`config.mk`:
```
export PLATFORM = sky130hd
export DESIGN_NAME = display_scan_ctrl
export DESIGN_NICKNAME = d
export VERILOG_FILES = /design/src/rtl/display_scan_ctrl.sv
export SDC_FILE = /design/constraint.sdc
export NUM_CORES = 1
export LEC_CHECK = 0
export CELL_PAD_IN_SITES_DETAIL_PLACEMENT = 1
export CELL_PAD_IN_SITES_GLOBAL_PLACEMENT = 1
export CORE_ASPECT_RATIO = 0.7
export CORE_MARGIN = 1
export CORE_UTILIZATION = 38
export DETAILED_ROUTE_END_ITERATION = 12
export DONT_BUFFER_PORTS = 1
export PLACE_DENSITY_LB_ADDON = 0.1
export SLEW_MARGIN = 40
export SYNTH_ARGS = -nofsm -noshare
export SYNTH_HDL_FRONTEND = slang
export SYNTH_SLANG_ARGS = --single-unit
```
`constraint.sdc`:
```
create_clock -name clk -period 4.8 [get_ports clk]
set_input_delay 0.96 -clock clk [delete_from_list [all_inputs] [get_ports clk]]
set_output_delay 0.96 -clock clk [all_outputs]
set_load 0.02 [all_outputs]
```
`src/rtl/display_scan_ctrl.sv`:
```
// display_scan_ctrl
// Scan sequencer for a four-digit seven-segment clock display.
// It steps the digit select, generates the blink phase, and produces a
// per-digit blanking strobe. The strobe covers the ghost guard at the start
// of each digit period, blinking of the field being edited, and leading-zero
// suppression of the hours-tens digit.
//
// Ports
//   clk          in   system clock, rising edge
//   rst          in   asynchronous reset, active high
//   set_mode     in   [1:0] 00 normal, 01 edit minutes, 10 edit hours, 11 = 00
//   lz_en        in   enable leading-zero blanking of hours tens
//   hours_tens   in   [2:0] current hours-tens digit
//   sel          out  [1:0] digit select (0 = minutes units .. 3 = hours tens)
//   blink        out  blink phase (1 = colon dp off / edited field hidden)
//   digit_blank  out  1 = the digit selected by sel must be dark
//   scan_tick    out  one-cycle pulse in the cycle sel takes a new value
//
// Effective mode (registered copy of set_mode, 11 folded onto 00)
//   mode      | meaning
//   MODE_NORM | normal display, nothing blinks
//   MODE_MIN  | editing minutes, sel 0/1 hidden while blink = 1
//   MODE_HRS  | editing hours,   sel 2/3 hidden while blink = 1

module display_scan_ctrl #(
   parameter int SCAN_DIV  = 100000,
   parameter int GUARD     = 16,
   parameter int BLINK_DIV = 50000000
) (
   input  logic       clk,
   input  logic       rst,
   input  logic [1:0] set_mode,
   input  logic       lz_en,
   input  logic [2:0] hours_tens,
   output logic [1:0] sel,
   output logic       blink,
   output logic       digit_blank,
   output logic       scan_tick
);

   localparam int SW = (SCAN_DIV > 2) ? $clog2(SCAN_DIV) : 1;
   localparam int BW = (BLINK_DIV > 2) ? $clog2(BLINK_DIV) : 1;

   localparam logic [SW-1:0] SCAN_LAST  = SW'(SCAN_DIV - 1);
   localparam logic [SW-1:0] GUARD_W    = SW'(GUARD);
   localparam logic [BW-1:0] BLINK_LAST = BW'(BLINK_DIV - 1);
   // With no guard the reset digit (sel 0, blink 0) is never dark.
   localparam logic          BLANK_RST  = (GUARD > 0);

   typedef enum logic [1:0] {
      MODE_NORM = 2'b00,
      MODE_MIN  = 2'b01,
      MODE_HRS  = 2'b10
   } mode_e;

   logic [SW-1:0] scnt_q, scnt_d;
   logic [BW-1:0] bcnt_q, bcnt_d;
   logic [1:0]    sel_q, sel_d;
   logic          blink_q, blink_d;
   logic          blank_q, blank_d;
   logic          tick_q, tick_d;
   mode_e         mode_q, mode_d;

   logic          scan_term;
   logic          blink_term;
   logic          mode_chg;
   logic          edit_hide;

   always_comb begin
      mode_d     = (set_mode == 2'b11) ? MODE_NORM : mode_e'(set_mode);
      mode_chg   = (mode_d != mode_q);
      scan_term  = (scnt_q == SCAN_LAST);
      blink_term = (bcnt_q == BLINK_LAST);

      scnt_d = scan_term ? '0 : scnt_q + SW'(1);
      sel_d  = scan_term ? sel_q + 2'd1 : sel_q;
      tick_d = scan_term;

      // A mode change restarts the blink so the edited field shows at once;
      // it overrides a blink terminal count landing on the same edge.
      bcnt_d  = bcnt_q + BW'(1);
      blink_d = blink_q;
      if (mode_chg) begin
         bcnt_d  = '0;
         blink_d = 1'b0;
      end else if (blink_term) begin
         bcnt_d  = '0;
         blink_d = ~blink_q;
      end

      edit_hide = 1'b0;
      if (blink_d) begin
         case (mode_d)
            MODE_MIN: edit_hide = ~sel_d[1];
            MODE_HRS: edit_hide = sel_d[1];
            default:  edit_hide = 1'b0;
         endcase
      end

      // Built from next-state values so the registered strobe always
      // matches the sel value presented alongside it.
      blank_d = (scnt_d < GUARD_W) |
                edit_hide |
                (lz_en & (sel_d == 2'd3) & (hours_tens == 3'd0));
   end

   always_ff @(posedge clk or posedge rst) begin
      if (rst) begin
         scnt_q  <= '0;
         bcnt_q  <= '0;
         sel_q   <= 2'd0;
         blink_q <= 1'b0;
         blank_q <= BLANK_RST;
         tick_q  <= 1'b0;
         mode_q  <= MODE_NORM;
      end else begin
         scnt_q  <= scnt_d;
         bcnt_q  <= bcnt_d;
         sel_q   <= sel_d;
         blink_q <= blink_d;
         blank_q <= blank_d;
         tick_q  <= tick_d;
         mode_q  <= mode_d;
      end
   end

   assign sel         = sel_q;
   assign blink       = blink_q;
   assign digit_blank = blank_q;
   assign scan_tick   = tick_q;

endmodule

```
==> results.py <==
metrics = {
    "worst_setup_path": {
        "arrival_ns": 2.82,
        "cp_cell_sequence": "or4_4, nor4_4, buf_4, nand2_1, xnor2_1, mux2_2, a211o_1",
        "crit_start": "scnt_q[8]",
        "critPathMaxFanout": 13,
        "crit_slowest_cell": "or4_4",
        "worstSetupPathType": "flip-flop to flip-flop",
        "r2r_cells": 7,
        "crit_family": "simple AND/OR/NAND/NOR gates",
        "path_buf_inv": 1,
        "critPathRequiredTime_ns": 5.02,
        "rrSetupSlack_ns": 2.20,
        "cpPeakStageDelay_ns": 0.57,
        "critPathLaunchType": "flip-flop",
        "rr_startpoint": "scnt_q[8]",
        "critPathCaptureType": "flip-flop",
        "reg2reg_to": "digit_blank",
    },
    "clock_tree": {
        "path_clk_slew_ns": 0.10,
        "cts.htree.levels": 2,
        "tritoncts": "yes",
        "post_cts_buffers": 0,
        "clock-sinks": 50,
        "cts_buffer_depth": 2,
        "clock_latency_ns": 0.30,
        "postCtsResizedCells": 0,
        "root_buffer": "clkbuf_8",
        "cts_buffers": 5,
        "hold_buffers": 0,
    },
    "worst_hold_path": {
        "min_to": "scnt_q[0]",
        "hp-start": "scnt_q[0]",
        "hp-class": "flip-flop to flip-flop",
        "hold_depth": 1,
    },
    "synthesis": {
        "post_synth_and_or_nand_nor_area_fraction_pct": 26.0,
        "synth_edf_count": 0,
        "ys_seq_area_share_pct": 48.6,
        "synth.distinct_cells": 46,
        "synthArstFlopShare_pct": 100,
        "ys_warn_count": 0,
        "syn_inst": 264,
        "netlist_area_um2": 2580,
        "synth_top_area_share_pct": 47.6,
        "synth_seq_cells": 50,
        "synthMuxAreaShare_pct": 0.826,
        "synth_compound_area_share_pct": 4.23,
        "syn_avg_cell_area_um2": 9.76,
        "synth_area_leaders": "dfrtp_1 48%, xnor2_1 7.8%, xor2_1 7.1%",
        "synth_adder_area_share_pct": 0.971,
        "syn-num-nets": 274,
        "yosys.area_share.xor_xnor_pct": 15.0,
        "yosysTopAreaCell": "dfrtp_1",
        "synth_top_family_by_area": "simple AND/OR/NAND/NOR gates",
        "ys.flop_type": "dfrtp_1",
    },
    "sta": {
        "slew_headroom_pct": 56.3,
        "rsz0062_at_grt": "false",
        "timing.final.ws_setup_ns": 2.20,
        "finalCriticalPeriod_ns": 2.60,
        "worst_pin_slew_ns": 0.656,
        "finalCritPeriodShare_pct": 54.1,
        "finalMaxSlewViolations": 0,
        "hold_violations": 0,
        "finalSetupViolations": 0,
        "max_freq_ghz": 0.385,
        "fin_worst_skew_ns": 0.0123,
        "tns_ns": 0,
    },
    "cells_and_area": {
        "drive_gt1_share_pct": 8.40,
        "n_antenna_cell": 0,
        "regArea_um2": 1250,
        "fin_nets": 271,
        "num-fill-cells": 722,
        "multi_input_area_um2": 1230,
        "stdcell_count": 353,
        "areaGrowthSynthToFinish_pct": 7.09,
    },
    "drt": {
        "ant_nets": 0,
        "drtIter0Drc": 83,
        "drt-total-wl_um": 5340,
        "vias_per_cell": 5.15,
        "drcViolationCount": 0,
        "wl_per_cell_um": 15.1,
        "first_pass_iters": 4,
        "via_count": 1818,
    },
    "power": {
        "power_frac_clock_pct": 39.4,
        "switchingPower_w": 0.000162,
        "p_comb_share_pct": 3.4,
        "seqPwrFrac_pct": 57.1,
        "irDropWorstVdd_v": 0.000132,
        "swShare_pct": 21.7,
        "internal-power_w": 0.000586,
        "p_leak_nw": 1.11,
        "power_w": 0.000747,
        "powerDensity_nw_per_um2": 271,
    },
    "floorplanning": {
        "core_um2": 6400,
        "die_area_um2": 7120,
        "start_util_pct": 40.3,
        "io-pin-count": 13,
        "die_w_um": 100,
        "fp-row-count": 24,
        "chipHeight_um": 70.9,
    },
    "global_route": {
        "grt_pass1_wl_um": 9580,
        "grt_overflow_total": 0,
        "grt_usage_pct": 17.2,
        "grt_pass1_vias": 1861,
        "antenna_found_initial": 0,
        "grt_max_degree": 51,
    },
    "placed_design": {
        "place_ws_ns": 2.23,
        "dp.cells": 345,
        "hpwlAfterDp_um": 3770,
        "io_buffers": 0,
        "place_congestion": 0.775,
    },
    "run_status": {
        "status": "completed",
    },
    "flow_run": {
        "maxCapViolations": 0,
    },
}
## layout make-up
| type | instances | share of cell area, % |
|---|---|---|
| multi-input combinational | 191 | 44.6 |
| clock inverter | 1 | 1.09 |
| clock buffer | 7 | 2.77 |
| inverter | 11 | 1.50 |
| timing repair buffer | 2 | 0.544 |
| tap | 91 | 4.13 |
| sequential | 50 | 45.4 |
## worst max-delay path by stage
stage             endpoint  slack [ns]  cells after the start
6_report       digit_blank        2.20                      7
5_1_grt        digit_blank        2.02                      7
4_1_cts        digit_blank        2.18                      7
3_5_place_dp   digit_blank        2.23                      7
3_3_place_gp    bcnt_q[19]        2.05                      5
2_1_floorplan  digit_blank        2.46                      7
## cell usage in the layout (no fill, tap or decap), types with 2 or more instances in the layout
cell type  count
nor2b_1        3
nand2_1       17
o31ai_1        2
and4_1         2
clkbuf_1       2
buf_4          2
and3_1         3
xor2_1        21
xnor2_1       23
nor3_1         6
a21oi_1        3
clkbuf_8       5
nor4_1         4
nor4_2         3
o21ai_0        3
or4_1          3
a31oi_1        2
nor4b_1        2
nand3_1       16
dfrtp_1       49
or2_2          2
nand4_1       11
ha_1           2
inv_1         10
nor2_1        45
## cells by family after synthesis
family          count (synthesis)
flops                          50
xor+xnor                       44
fa+ha+maj                       2
buf+inv                        23
compound gates                 16
mux                             2
simple gates                  127
## power by group through the flow
| stage | combinational, W | clock [W] | sequential (W) |
|---|---|---|---|
| 2_1_floorplan | 0.0000236 | 0 | 0.000435 |
| 5_1_grt | 0.0000304 | 0.000318 | 0.000428 |
| 3_5_place_dp | 0.0000271 | 0 | 0.000435 |
| 6_report | 0.0000256 | 0.000295 | 0.000427 |
| 4_1_cts | 0.0000272 | 0.000308 | 0.000427 |
| 3_3_place_gp | 0.0000265 | 0 | 0.000435 |
## metal layers
layer | vias up | part of all wire [%] | track usage, %
li1 | 893 | - | -
met1 | 902 | 57 | 27.8
met2 | 21 | 38 | 23.0
met3 | 2 | 4.0 | 4.25
met4 | 0 | 0.36 | 2.90
met5 | - | 0 | 0
## synth_stat cells, drive strengths merged, types with 2 or more instances
master / count
dfrtp: 49
and3: 3
nor2: 46
nor4b: 3
a21oi: 3
ha: 2
or2: 2
or4: 4
clkbuf: 4
buf: 8
nor4: 8
nor3: 6
xnor2: 23
nand3: 16
o31ai: 2
a31oi: 2
inv: 11
xor2: 21
o21ai: 3
and4: 2
nand2: 17
nor2b: 3
nand4: 11
## sequential cells by signal (all words and copies together), names as in the netlist
register	cells
bcnt_q	26
scnt_q	17
mode_q	2
sel	2
blink	1
digit_blank	1
scan_tick	1
## stage by stage
step	hold WS [ns]	utilization, %	cell area (um2)
after floorplan	0.454	-	2580
after global placement	0.492	41.2	2630
after detailed placement	0.506	41.5	2650
after CTS	0.520	43.1	2760
after global routing	0.567	43.1	2760
final	0.508	43.1	2760
(Power assumes the default switching activity.)
